$ cat src/rtl/mby_mc_tag_ring_rx.sv
// Receive-side stop on the multicast tag ring. A tag whose mask includes
// MY_PORT is captured into a local show-ahead FIFO and forwarded with that
// bit cleared. If the FIFO is full, the slot is forwarded unchanged so the tag
// recirculates, and a saturating defer counter records the miss.
module mby_mc_tag_ring_rx #(
    parameter int NUM_PORTS = 16,
    parameter int MY_PORT   = 0,
    parameter int TAG_W     = 32,
    parameter int DEPTH     = 8,
    parameter int CNT_W     = 16
) (
    input  logic                       clk,
    input  logic                       rst,
    input  logic                       i_ring_valid,
    input  logic [NUM_PORTS-1:0]       i_ring_mask,
    input  logic [TAG_W-1:0]           i_ring_tag,
    output logic                       o_ring_valid,
    output logic [NUM_PORTS-1:0]       o_ring_mask,
    output logic [TAG_W-1:0]           o_ring_tag,
    output logic                       o_tag_valid,
    input  logic                       i_tag_ready,
    output logic [TAG_W-1:0]           o_tag_data,
    output logic [$clog2(DEPTH):0]     o_fifo_level,
    output logic [CNT_W-1:0]           o_defer_cnt,
    input  logic                       i_defer_clr
);

    localparam int PTR_W = $clog2(DEPTH);
    localparam int LVL_W = PTR_W + 1;
    localparam logic [LVL_W-1:0] FULL_LVL = LVL_W'(DEPTH);
    localparam logic [CNT_W-1:0] CNT_MAX  = {CNT_W{1'b1}};

    logic [TAG_W-1:0]     mem [DEPTH];
    logic [PTR_W-1:0]     wr_ptr_reg;
    logic [PTR_W-1:0]     rd_ptr_reg;
    logic [LVL_W-1:0]     level_reg;
    logic                 ring_valid_reg;
    logic [NUM_PORTS-1:0] ring_mask_reg;
    logic [TAG_W-1:0]     ring_tag_reg;
    logic [CNT_W-1:0]     defer_cnt_reg;

    logic                 hit;
    logic                 full;
    logic                 accept;
    logic                 defer;
    logic                 pop;
    logic [NUM_PORTS-1:0] fwd_mask;
    logic                 fwd_valid;

    // Full uses the registered level only, so a same-cycle pop never
    // influences the capture decision or any ring output.
    assign hit    = i_ring_valid & i_ring_mask[MY_PORT];
    assign full   = (level_reg == FULL_LVL);
    assign accept = hit & ~full;
    assign defer  = hit & full;
    assign pop    = o_tag_valid & i_tag_ready;

    // Only the owned mask bit is cleared, and only when the tag was taken.
    genvar gi;
    generate
        for (gi = 0; gi < NUM_PORTS; gi++) begin : g_fwd
            if (gi == MY_PORT) begin : g_own
                assign fwd_mask[gi] = i_ring_mask[gi] & ~accept;
            end else begin : g_pass
                assign fwd_mask[gi] = i_ring_mask[gi];
            end
        end
    endgenerate

    assign fwd_valid = i_ring_valid & (fwd_mask != '0);

    // FIFO storage; pointer reset makes stale contents unreachable.
    always_ff @(posedge clk) begin
        if (accept) begin
            mem[wr_ptr_reg] <= i_ring_tag;
        end
    end

    // FIFO pointers and occupancy; pointers wrap naturally at DEPTH.
    always_ff @(posedge clk) begin
        if (rst) begin
            wr_ptr_reg <= '0;
            rd_ptr_reg <= '0;
            level_reg  <= '0;
        end else begin
            if (accept) begin
                wr_ptr_reg <= wr_ptr_reg + 1'b1;
            end
            if (pop) begin
                rd_ptr_reg <= rd_ptr_reg + 1'b1;
            end
            level_reg <= level_reg + LVL_W'(accept) - LVL_W'(pop);
        end
    end

    // Registered ring stage; empty slots are squashed to all-zero.
    always_ff @(posedge clk) begin
        if (rst) begin
            ring_valid_reg <= 1'b0;
            ring_mask_reg  <= '0;
            ring_tag_reg   <= '0;
        end else begin
            ring_valid_reg <= fwd_valid;
            ring_mask_reg  <= fwd_valid ? fwd_mask : '0;
            ring_tag_reg   <= fwd_valid ? i_ring_tag : '0;
        end
    end

    // Saturating defer counter; a clear that coincides with a defer counts it.
    always_ff @(posedge clk) begin
        if (rst) begin
            defer_cnt_reg <= '0;
        end else if (i_defer_clr) begin
            defer_cnt_reg <= defer ? CNT_W'(1) : '0;
        end else if (defer && (defer_cnt_reg != CNT_MAX)) begin
            defer_cnt_reg <= defer_cnt_reg + 1'b1;
        end
    end

    assign o_ring_valid = ring_valid_reg;
    assign o_ring_mask  = ring_mask_reg;
    assign o_ring_tag   = ring_tag_reg;
    assign o_tag_valid  = (level_reg != '0);
    assign o_tag_data   = o_tag_valid ? mem[rd_ptr_reg] : '0;
    assign o_fifo_level = level_reg;
    assign o_defer_cnt  = defer_cnt_reg;

endmodule

$ cat config.mk
export PLATFORM = sky130hd
export DESIGN_NAME = mby_mc_tag_ring_rx
export DESIGN_NICKNAME = d
export VERILOG_FILES = /design/src/rtl/mby_mc_tag_ring_rx.sv
export SDC_FILE = /design/constraint.sdc
export NUM_CORES = 1
export LEC_CHECK = 0
export ABC_AREA = 0
export CORE_ASPECT_RATIO = 1.2
export CORE_MARGIN = 4
export CORE_UTILIZATION = 55
export CTS_BUF_LIST = sky130_fd_sc_hd__clkbuf_4 sky130_fd_sc_hd__clkbuf_8
export DETAILED_ROUTE_END_ITERATION = 6
export PLACE_DENSITY_LB_ADDON = 0.15
export SETUP_SLACK_MARGIN = 0.05
export SKIP_LAST_GASP = 1
export SYNTH_ARGS = -nofsm -noshare
export SYNTH_HDL_FRONTEND = slang
export SYNTH_SLANG_ARGS = --single-unit
$ cat constraint.sdc
create_clock -name clk -period 9.9 [get_ports clk]
set_input_delay 1.485 -clock clk [delete_from_list [all_inputs] [get_ports clk]]
set_output_delay 1.485 -clock clk [all_outputs]
set_load 0.05 [all_outputs]
==> results.yml, run 1 <==
clocking:
  cts.hold.buffers_added: 0
  root_cell_of_the_clock_tree: "sky130_fd_sc_hd__clkbuf_8"
  cts.clk_slew.worst_paths_ns: 0.06
  clockBufferDepth: 3
  htreeDepth: 2
  number_of_post_cts_setup_repair_buffers: 0
  cts_tree: "built"
  tritoncts.num_buffers: 51
  worst_skew_pair.late_latency_ns: 0.56
  post_cts_resize_count: 0
  tritoncts_num_sinks: 334
synthesis:
  synthArstFlopShare_pct: 0
  synth.net_count: 757
  syn-mean-instance-area_um2: 18.1
  register_bit_total_from_synthesis: 334
  post_synth_num_cell_types: 44
  synth-edff-count: 256
  postSynthCellCount: 694
  synth_area_mm2: 0.0126
  synth_sequential_area_ratio_pct: 73.6
  synthesis.yosys.warnings: 0
  ys_dominant_reg_cell: "sky130_fd_sc_hd__edfxtp_1"
grt:
  antenna_found_initial: 0
  grt_max_degree: 65
  first_global_vias: 7490
  grtUsageTotal_pct: 20.3
  remaining_global_route_overflow: 0
  wire_length_of_the_first_global_routing_pass_um: 40300
drt:
  wire_per_inst_um: 21.2
  drt-vias-per-instance: 5.69
  postRouteAntennaNets: 0
  first_iter_violations: 363
  route.vias.total: 6838
  routed_wl_um: 25500
  drc: 0
  drt_pre_antenna_iters: 4
die:
  placementRows: 60
  die_area_mm2: 0.0253
  die-width_um: 146
  core_mm2: 0.0224
  initial_utilization_pct: 56.0
  die_h_um: 174
  pin_count: 155
timing:
  final_min_period_over_clock_period_pct: 51.1
  setup_viol: 0
  unrepaired_setup_endpoints_after_global_routing: "no"
  tightest_hold_margin_ns: 0.507
  finalWorstSetupSlack_ns: 4.84
  final-hold-violation-count: 0
  shortest_period_the_worst_path_allows_ns: 5.06
  timing.slew.headroom_pct: 22.4
  timing_worst_slew_pin_value_ns: 1.15
  finalSetupTns_ns: 0
  worst_clock_skew_ns: 0.0270
  achievable-frequency_ghz: 0.198
  drv_slew: 0
critical_path:
  critical-path-slowest-cell: "sky130_fd_sc_hd__buf_4"
  startpoint_type: "register"
  timing.critical_path.to_type: "output pin"
  cp_max_fo: 44
  cell_breakdown_of_the_critical_path: "buf_4, mux4_2, mux2i_1, nor2_1, clkdlybuf4s50_1"
  critical_path_class: "reg2out"
  critical_path.max_stage_delay_ns: 0.76
  crit_arrival_ns: 3.58
  worstPathRequired_ns: 8.42
pwr:
  post-layout-total-power_uw: 3880
  power_density_mw_per_mm2: 250
  peak_vdd_ir_v: 0.000276
  power.leakage_uw: 0.00506
final_layout:
  flip_flop_count_of_the_largest_register_all_copies_and_words_added: 256
  syn_to_final_growth_pct: 23.8
  layout_common_cells: "sky130_fd_sc_hd__edfxtp_1 (256), sky130_fd_sc_hd__clkdlybuf4s50_1 (154), sky130_fd_sc_hd__dfxtp_1 (75), sky130_fd_sc_hd__mux4_2 (64), sky130_fd_sc_hd__clkbuf_8 (59)"
  final_common_cell: "sky130_fd_sc_hd__edfxtp_1"
  layout-drive-gt1-share_pct: 19.9
  number_of_nets_in_the_layout: 944
  max_flop_register: "mem"
  antenna-diode-count: 0
  final_cells: 1202
placement:
  number_of_port_buffers: 154
  dp_cells: 1107
  placement.setup.worst_slack_ns: 5.30
  half_perimeter_wire_length_after_placement_um: 14400
  gp_congestion: 0.851
run:
  maxCapViolations: 0
hold_path:
  min_path_type: "reg2reg"
outcome:
  run_status: "completed"
## layout make-up
type,instances,area [um2]
Clock buffer,75,932
Clock inverter,20,140
Fill cell,1437,6890
Inverter,8,30.0
Multi-Input combinational cell,320,3210
Sequential cell,334,9260
Tap cell,279,349
Timing Repair Buffer,166,1630
## metrics by stage
stage,cell area (um2),util (%)
after floorplan,12600,-
after global placement,14500,64.5
after detailed placement,14500,64.5
after CTS,15600,69.3
after global routing,15600,69.3
final,15600,69.3
## critical path: cells and delay by family, from the launching register on
family | cells | cell delay [ns]
mux | 2 | 0.75
simple gates | 1 | 0.08
flops | 1 | 0.61
buf+inv | 2 | 1.49
## cell usage after synthesis (3+ instances only)
cell type	instances	area (um2)
sky130_fd_sc_hd__a21oi_1	12	60.1
sky130_fd_sc_hd__nor4_1	3	18.8
sky130_fd_sc_hd__mux4_2	64	1440
sky130_fd_sc_hd__o31ai_1	7	52.6
sky130_fd_sc_hd__mux2i_1	35	350
sky130_fd_sc_hd__nand3_1	9	45.0
sky130_fd_sc_hd__buf_1	3	11.3
sky130_fd_sc_hd__nor2b_1	3	18.8
sky130_fd_sc_hd__o21ai_0	3	15.0
sky130_fd_sc_hd__or3_1	5	31.3
sky130_fd_sc_hd__nand2_1	19	71.3
sky130_fd_sc_hd__clkbuf_1	17	63.8
sky130_fd_sc_hd__buf_2	9	45.0
sky130_fd_sc_hd__xnor2_1	3	26.3
sky130_fd_sc_hd__edfxtp_1	256	7690
sky130_fd_sc_hd__nor2_1	51	191
sky130_fd_sc_hd__and2_1	49	307
sky130_fd_sc_hd__nor3_1	5	25.0
sky130_fd_sc_hd__inv_1	7	26.3
sky130_fd_sc_hd__nand2b_1	3	18.8
sky130_fd_sc_hd__nand4_1	7	43.8
sky130_fd_sc_hd__ha_1	9	113
sky130_fd_sc_hd__dfxtp_1	78	1560
sky130_fd_sc_hd__or4_1	9	67.6
sky130_fd_sc_hd__nor4_2	3	37.5
## path summary, 6_finish.rpt
kind                                      start               to  slack, ns  depth (start not counted)
worst min register to register    wr_ptr_reg[0]    wr_ptr_reg[0]       0.51                          2
worst max-delay path                   register   o_tag_data[13]       4.84                          5
worst max register to register  o_fifo_level[2]  o_fifo_level[2]       7.08                         12
worst min-delay path              wr_ptr_reg[0]    wr_ptr_reg[0]       0.51                          2
## kinds of logic (layout without fill, tap and decap cells)
logic type      after synthesis  in the layout  synth area share, %
fa+ha+maj                    10             10                 1.06
flops                       334            334                 73.6
mux                          99             99                 14.3
xor+xnor                      5              5                0.349
buf+inv                      40            269                 1.41
simple gates                174            174                 7.63
compound gates               32             32                 1.65
## where the power goes
part / switching [uW] / leakage (uW) / internal (uW) / total (uW)
clock: 498 / 0.000578 / 657 / 1150
sequential: 69.4 / 0.00295 / 1550 / 1620
combinational: 660 / 0.00153 / 444 / 1100
## layer usage
metal | up-vias | global-route usage, % | part of all wire [%]
li1 | 3094 | - | -
met1 | 3483 | 25.4 | 39
met2 | 225 | 36.0 | 53
met3 | 36 | 4.68 | 5.9
met4 | 0 | 4.95 | 1.5
met5 | - | 0 | 0
No activity file was read; power rests on OpenSTA's default activity.
==> inputs of run 2 (changes only) <==
--- a/config.mk
+++ b/config.mk
@@ -8,7 +8,7 @@
 export ABC_AREA = 0
 export CORE_ASPECT_RATIO = 1.2
 export CORE_MARGIN = 4
-export CORE_UTILIZATION = 55
+export CORE_UTILIZATION = 52
 export CTS_BUF_LIST = sky130_fd_sc_hd__clkbuf_4 sky130_fd_sc_hd__clkbuf_8
 export DETAILED_ROUTE_END_ITERATION = 6
 export PLACE_DENSITY_LB_ADDON = 0.15
==> constraint.sdc (replaced) <==
create_clock -name clk -period 4.6 [get_ports clk]
set_input_delay 0.69 -clock clk [delete_from_list [all_inputs] [get_ports clk]]
set_output_delay 0.69 -clock clk [all_outputs]
set_load 0.05 [all_outputs]
==> results.yml, run 2 (synthesized netlist as in run 1, its figures left out) <==
drt:
  route.vias.total: 6856
  drt_pre_antenna_iters: 4
  routed_wl_um: 25600
  first_iter_violations: 339
  wire_per_inst_um: 20.5
  postRouteAntennaNets: 0
  drt-vias-per-instance: 5.50
  drc: 0
critical_path:
  startpoint_type: "register"
  critical_path_class: "reg2out"
  r2r.worst_path.cells: 11
  critPathTopFamily: "flip-flops"
  worstPathRequired_ns: 3.91
  critical_path.max_stage_delay_ns: 0.97
  crit_arrival_ns: 3.05
  path_buf_inv: 1
  cell_breakdown_of_the_critical_path: "mux4_2, mux2i_1, nor2_1, clkdlybuf4s50_1"
  timing.critical_path.to_type: "output pin"
  cp_max_fo: 64
  critical_path_depth: 4
  critical-path-slowest-cell: "sky130_fd_sc_hd__dfxtp_4"
placement:
  placement.setup.worst_slack_ns: 1.34
  number_of_port_buffers: 154
  half_perimeter_wire_length_after_placement_um: 15500
  gp_congestion: 0.845
final_layout:
  max_flop_register: "mem"
  flip_flop_count_of_the_largest_register_all_copies_and_words_added: 256
  layout-drive-gt1-share_pct: 20.0
  antenna-diode-count: 0
  number_of_nets_in_the_layout: 948
  multi_input_comb_area_mm2: 0.00321
  final_common_cell: "sky130_fd_sc_hd__edfxtp_1"
  syn_to_final_growth_pct: 25.0
  layout_common_cells: "sky130_fd_sc_hd__edfxtp_1 (256), sky130_fd_sc_hd__clkdlybuf4s50_1 (154), sky130_fd_sc_hd__dfxtp_1 (75), sky130_fd_sc_hd__mux4_2 (64), sky130_fd_sc_hd__clkbuf_8 (57)"
  fillCellCount: 1730
  seqCellArea_mm2: 0.00926
grt:
  remaining_global_route_overflow: 0
  wire_length_of_the_first_global_routing_pass_um: 39700
  grt_max_degree: 65
  first_global_vias: 7329
  antenna_found_initial: 0
  grtUsageTotal_pct: 19.4
timing:
  finalSetupTns_ns: 0
  unrepaired_setup_endpoints_after_global_routing: "no"
  achievable-frequency_ghz: 0.267
  setup_viol: 0
  timing_worst_slew_pin_value_ns: 1.09
  finalWorstSetupSlack_ns: 0.857
  timing.slew.headroom_pct: 26.7
  worst_clock_skew_ns: 0.0211
  drv_slew: 0
  shortest_period_the_worst_path_allows_ns: 3.74
  final_min_period_over_clock_period_pct: 81.4
  final-hold-violation-count: 0
run:
  maxCapViolations: 0
pwr:
  seqPwrFrac_pct: 40.9
  power.leakage_uw: 0.00510
  power.share.clock_pct: 30.7
  post-layout-total-power_uw: 8490
  peak_vdd_ir_v: 0.000308
  power.net_switching_uw: 2630
  power_density_mw_per_mm2: 541
  comb_power_share_pct: 28.5
  power_switching_share_pct: 31.0
  p_int_uw: 5860
outcome:
  run_status: "completed"
die:
  die_area_mm2: 0.0267
  die-width_um: 150
  core_mm2: 0.0239
  initial_utilization_pct: 52.6
  die_h_um: 178
  pin_count: 155
  placementRows: 62
clocking:
  number_of_post_cts_setup_repair_buffers: 0
  tritoncts_num_sinks: 334
  cts.hold.buffers_added: 0
  tritoncts.num_buffers: 49
  cts_tree: "built"
  cts.clk_slew.worst_paths_ns: 0.06
  htreeDepth: 2
  post_cts_resize_count: 0
  worst_skew_pair.late_latency_ns: 0.56
  root_cell_of_the_clock_tree: "sky130_fd_sc_hd__clkbuf_8"
  clockBufferDepth: 3
hold_path:
  min_path_type: "reg2reg"
  min_path_cells: 2
## run 2: changes by cell type in the layout (fill, tap and decap cells not counted)
cell,before,now
sky130_fd_sc_hd__clkbuf_8,59,57
sky130_fd_sc_hd__buf_4,12,17
sky130_fd_sc_hd__buf_12,0,1
sky130_fd_sc_hd__clkbuf_4,16,15
sky130_fd_sc_hd__bufinv_16,2,5
sky130_fd_sc_hd__clkinv_2,10,3
sky130_fd_sc_hd__clkinvlp_4,0,2
sky130_fd_sc_hd__clkinv_1,8,10
## run 2: stage by stage
step / std cells / utilization [%] / hold WS, ns / cell area (um2)
detailed placement: 1154 / 61.1 / 0.491 / 14600
finish: 1246 / 65.7 / 0.498 / 15700
CTS: 1246 / 65.7 / 0.502 / 15700
global route: 1246 / 65.7 / 0.540 / 15700
global placement: 1154 / 61.1 / 0.477 / 14600
floorplan: 694 / - / 0.463 / 12600
## run 2: path summary, 6_finish.rpt
path / from / end / slack, ns
hold / removal: wr_ptr_reg[0] / wr_ptr_reg[0] / 0.50
setup reg to reg: o_fifo_level[2] / o_fifo_level[2] / 1.69
setup / recovery: register / o_tag_data[4] / 0.86
hold reg to reg: wr_ptr_reg[0] / wr_ptr_reg[0] / 0.50
## run 2: layer usage
| metal | part of all wire, % | track usage (%) |
|---|---|---|
| met4 | 1.6 | 5.42 |
| met3 | 6.9 | 4.90 |
| met1 | 39 | 24.1 |
| met5 | 0 | 0 |
| met2 | 52 | 34.0 |
## run 2: layout make-up
type,count,area share [%]
flip-flops and latches,334,58.9
multi-input cells,320,20.5
repair buffers,172,10.8
clock buffers,72,5.71
well taps,320,2.55
clock inverters,20,1.39
inverters,8,0.191
## run 2: power groups by stage
| stage | sequential, uW | clock [uW] | combinational [uW] |
|---|---|---|---|
| final | 3470 | 2600 | 2420 |
| after global routing | 3490 | 2810 | 2580 |
| after CTS | 3470 | 2660 | 2460 |
| after detailed placement | 3540 | 0 | 2450 |
| after global placement | 3530 | 0 | 2430 |
| after floorplan | 3550 | 0 | 1640 |
## run 2: worst reg2reg max path, delay by kind of cell (launching register included)
kind | cells | cell delay, ns
xor gates and xnor gates | 1 | 0.17
adders and majority gates | 4 | 1.01
buffers and inverters | 3 | 0.22
DFF | 1 | 0.31
and+or+nand+nor | 3 | 1.06
==> inputs of run 3 (changes only) <==
==> constraint.sdc (replaced) <==
create_clock -name clk -period 3.1 [get_ports clk]
set_input_delay 0.465 -clock clk [delete_from_list [all_inputs] [get_ports clk]]
set_output_delay 0.465 -clock clk [all_outputs]
set_load 0.05 [all_outputs]
==> results.yml, run 3 (synthesized netlist as in run 1, its figures left out) <==
grt:
  grt.met1_usage_pct: 25.1
  layer_carrying_the_most_global_route_usage: "met2"
  grtUsageTotal_pct: 19.8
  grt_max_degree: 34
  globalRouteMet2Util_pct: 33.4
  met3_usage_pct: 5.11
  remaining_global_route_overflow: 0
  wire_length_of_the_first_global_routing_pass_um: 40300
  antenna_found_initial: 0
  first_global_vias: 7389
pwr:
  p_int_uw: 8420
  comb_power_share_pct: 29.2
  seqPwrFrac_pct: 41.1
  power.share.clock_pct: 29.7
  post-layout-total-power_uw: 12400
  power_density_mw_per_mm2: 786
  power_switching_share_pct: 32.1
  power.leakage_uw: 0.00520
  peak_vdd_ir_v: 0.000397
  power.net_switching_uw: 3980
critical_path:
  critical_path_class: "reg2out"
  critical_path.max_stage_delay_ns: 0.84
  worstSetupStartpoint: "o_fifo_level[2]"
  rr_startpoint: "o_fifo_level[2]"
  startpoint_type: "register"
  rrSetupSlack_ns: 0.52
  worstPathRequired_ns: 2.63
  path_buf_inv: 4
  critical_path_depth: 6
  timing.critical_path.to_type: "output pin"
  cp_max_fo: 33
  critPathTopFamily: "buffers and inverters"
  critPathCapture: "o_tag_valid"
  cell_breakdown_of_the_critical_path: "inv_1, ha_1, nor3b_4, buf_12, inv_2, clkdlybuf4s50_1"
  reg2reg_to: "o_fifo_level[2]"
  r2r.worst_path.cells: 12
  crit_arrival_ns: 2.45
  critical-path-slowest-cell: "sky130_fd_sc_hd__clkdlybuf4s50_1"
hold_path:
  min_path_type: "in2reg"
final_layout:
  fillCellCount: 1718
  syn_to_final_growth_pct: 25.7
  seqCellArea_mm2: 0.00926
  final_common_cell: "sky130_fd_sc_hd__edfxtp_1"
  layout_common_cells: "sky130_fd_sc_hd__edfxtp_1 (256), sky130_fd_sc_hd__clkdlybuf4s50_1 (122), sky130_fd_sc_hd__dfxtp_1 (75), sky130_fd_sc_hd__mux4_2 (64), sky130_fd_sc_hd__clkbuf_8 (59)"
  antenna-diode-count: 0
  flip_flop_count_of_the_largest_register_all_copies_and_words_added: 256
  number_of_nets_in_the_layout: 957
  multi_input_comb_area_mm2: 0.00323
  max_flop_register: "mem"
  layout-drive-gt1-share_pct: 22.9
drt:
  wire_per_inst_um: 20.7
  postRouteAntennaNets: 0
  drt_pre_antenna_iters: 4
  drt-vias-per-instance: 5.46
  first_iter_violations: 384
  routed_wl_um: 26000
  route.vias.total: 6841
  drc: 0
placement:
  gp_congestion: 0.883
  half_perimeter_wire_length_after_placement_um: 15600
  number_of_port_buffers: 154
  placement.setup.worst_slack_ns: 0.249
die:
  die-width_um: 150
  core_mm2: 0.0239
  die_h_um: 178
  die_area_mm2: 0.0267
  placementRows: 62
  pin_count: 155
  initial_utilization_pct: 52.6
timing:
  timing.slew.headroom_pct: 25.8
  drv_slew: 0
  unrepaired_setup_endpoints_after_global_routing: "no"
  final_min_period_over_clock_period_pct: 94.0
  shortest_period_the_worst_path_allows_ns: 2.91
  finalWorstSetupSlack_ns: 0.186
  final-hold-violation-count: 0
  timing_worst_slew_pin_value_ns: 1.10
  worst_clock_skew_ns: 0.0119
  achievable-frequency_ghz: 0.343
  setup_viol: 0
outcome:
  run_status: "completed"
clocking:
  htreeDepth: 2
  cts.hold.buffers_added: 0
  tritoncts.num_buffers: 51
  clockBufferDepth: 3
  cts_tree: "built"
  tritoncts_num_sinks: 334
  worst_skew_pair.late_latency_ns: 0.57
  cts.clk_slew.worst_paths_ns: 0.06
  root_cell_of_the_clock_tree: "sky130_fd_sc_hd__clkbuf_8"
run:
  maxCapViolations: 0
[run 3: what timing repair did]
action | 4_1_cts | 5_1_grt
resized for setup | 14 | 0
pin swaps | 0 | 0
endpoints found under the setup margin | 24 | 12
setup buffers | 0 | 4
[run 3: stage by stage]
stage | utilization [%] | cell area [um2] | hold WS (ns) | TNS, ns | instances
after floorplan | - | 12600 | 0.463 | -35.21 | 694
after global placement | 61.5 | 14700 | 0.478 | 0 | 1157
after detailed placement | 61.5 | 14700 | 0.486 | 0 | 1157
after CTS | 66.0 | 15800 | 0.439 | 0 | 1250
after global routing | 66.1 | 15800 | 0.459 | 0 | 1254
final | 66.1 | 15800 | 0.484 | 0 | 1254
[run 3: area by class of cell]
cell class	count	area share [%]
inverter	8	0.190
clock buffer	72	5.76
tap	320	2.54
multi-input combinational	320	20.4
clock inverter	21	0.975
timing repair buffer	179	11.5
sequential	334	58.6
[run 3: how the worst min path moves through the flow]
stage | end | start | slack, ns | cells past startpoint
final | o_ring_mask[8] | i_ring_mask[8] | 0.48 | 2
after global routing | o_ring_mask[3] | i_ring_mask[3] | 0.46 | 2
after CTS | o_ring_mask[8] | i_ring_mask[8] | 0.44 | 2
after detailed placement | wr_ptr_reg[0] | wr_ptr_reg[0] | 0.49 | 2
after global placement | wr_ptr_reg[0] | wr_ptr_reg[0] | 0.48 | 2
after floorplan | wr_ptr_reg[0] | wr_ptr_reg[0] | 0.46 | 2
[run 3: power groups by stage]
stage               Clock, uW  Sequential [uW]  Combinational [uW]
finish                   3690             5100                3620
global route             4020             5110                3850
CTS                      3800             5130                3620
detailed placement          0             5220                3680
global placement            0             5210                3650
floorplan                   0             5270                2440
[run 3: worst reg2reg max path: stages (launching register included)]
cell	delay, ns
sky130_fd_sc_hd__dfxtp_1	0.31
sky130_fd_sc_hd__inv_1	0.10
sky130_fd_sc_hd__ha_1	0.16
sky130_fd_sc_hd__nor3b_4	0.22
sky130_fd_sc_hd__buf_12	0.26
sky130_fd_sc_hd__inv_2	0.07
sky130_fd_sc_hd__and2_1	0.20
sky130_fd_sc_hd__ha_1	0.28
sky130_fd_sc_hd__inv_1	0.04
sky130_fd_sc_hd__ha_1	0.20
sky130_fd_sc_hd__fa_1	0.38
sky130_fd_sc_hd__xnor2_1	0.19
sky130_fd_sc_hd__nor2_1	0.06
[run 3: per-layer routing]
| metal | part of all wire (%) | vias to the layer above |
|---|---|---|
| met2 | 51 | 248 |
| met1 | 39 | 3433 |
| met3 | 8.1 | 38 |
| met5 | 0 | - |
| met4 | 1.9 | 0 |
| li1 | - | 3122 |
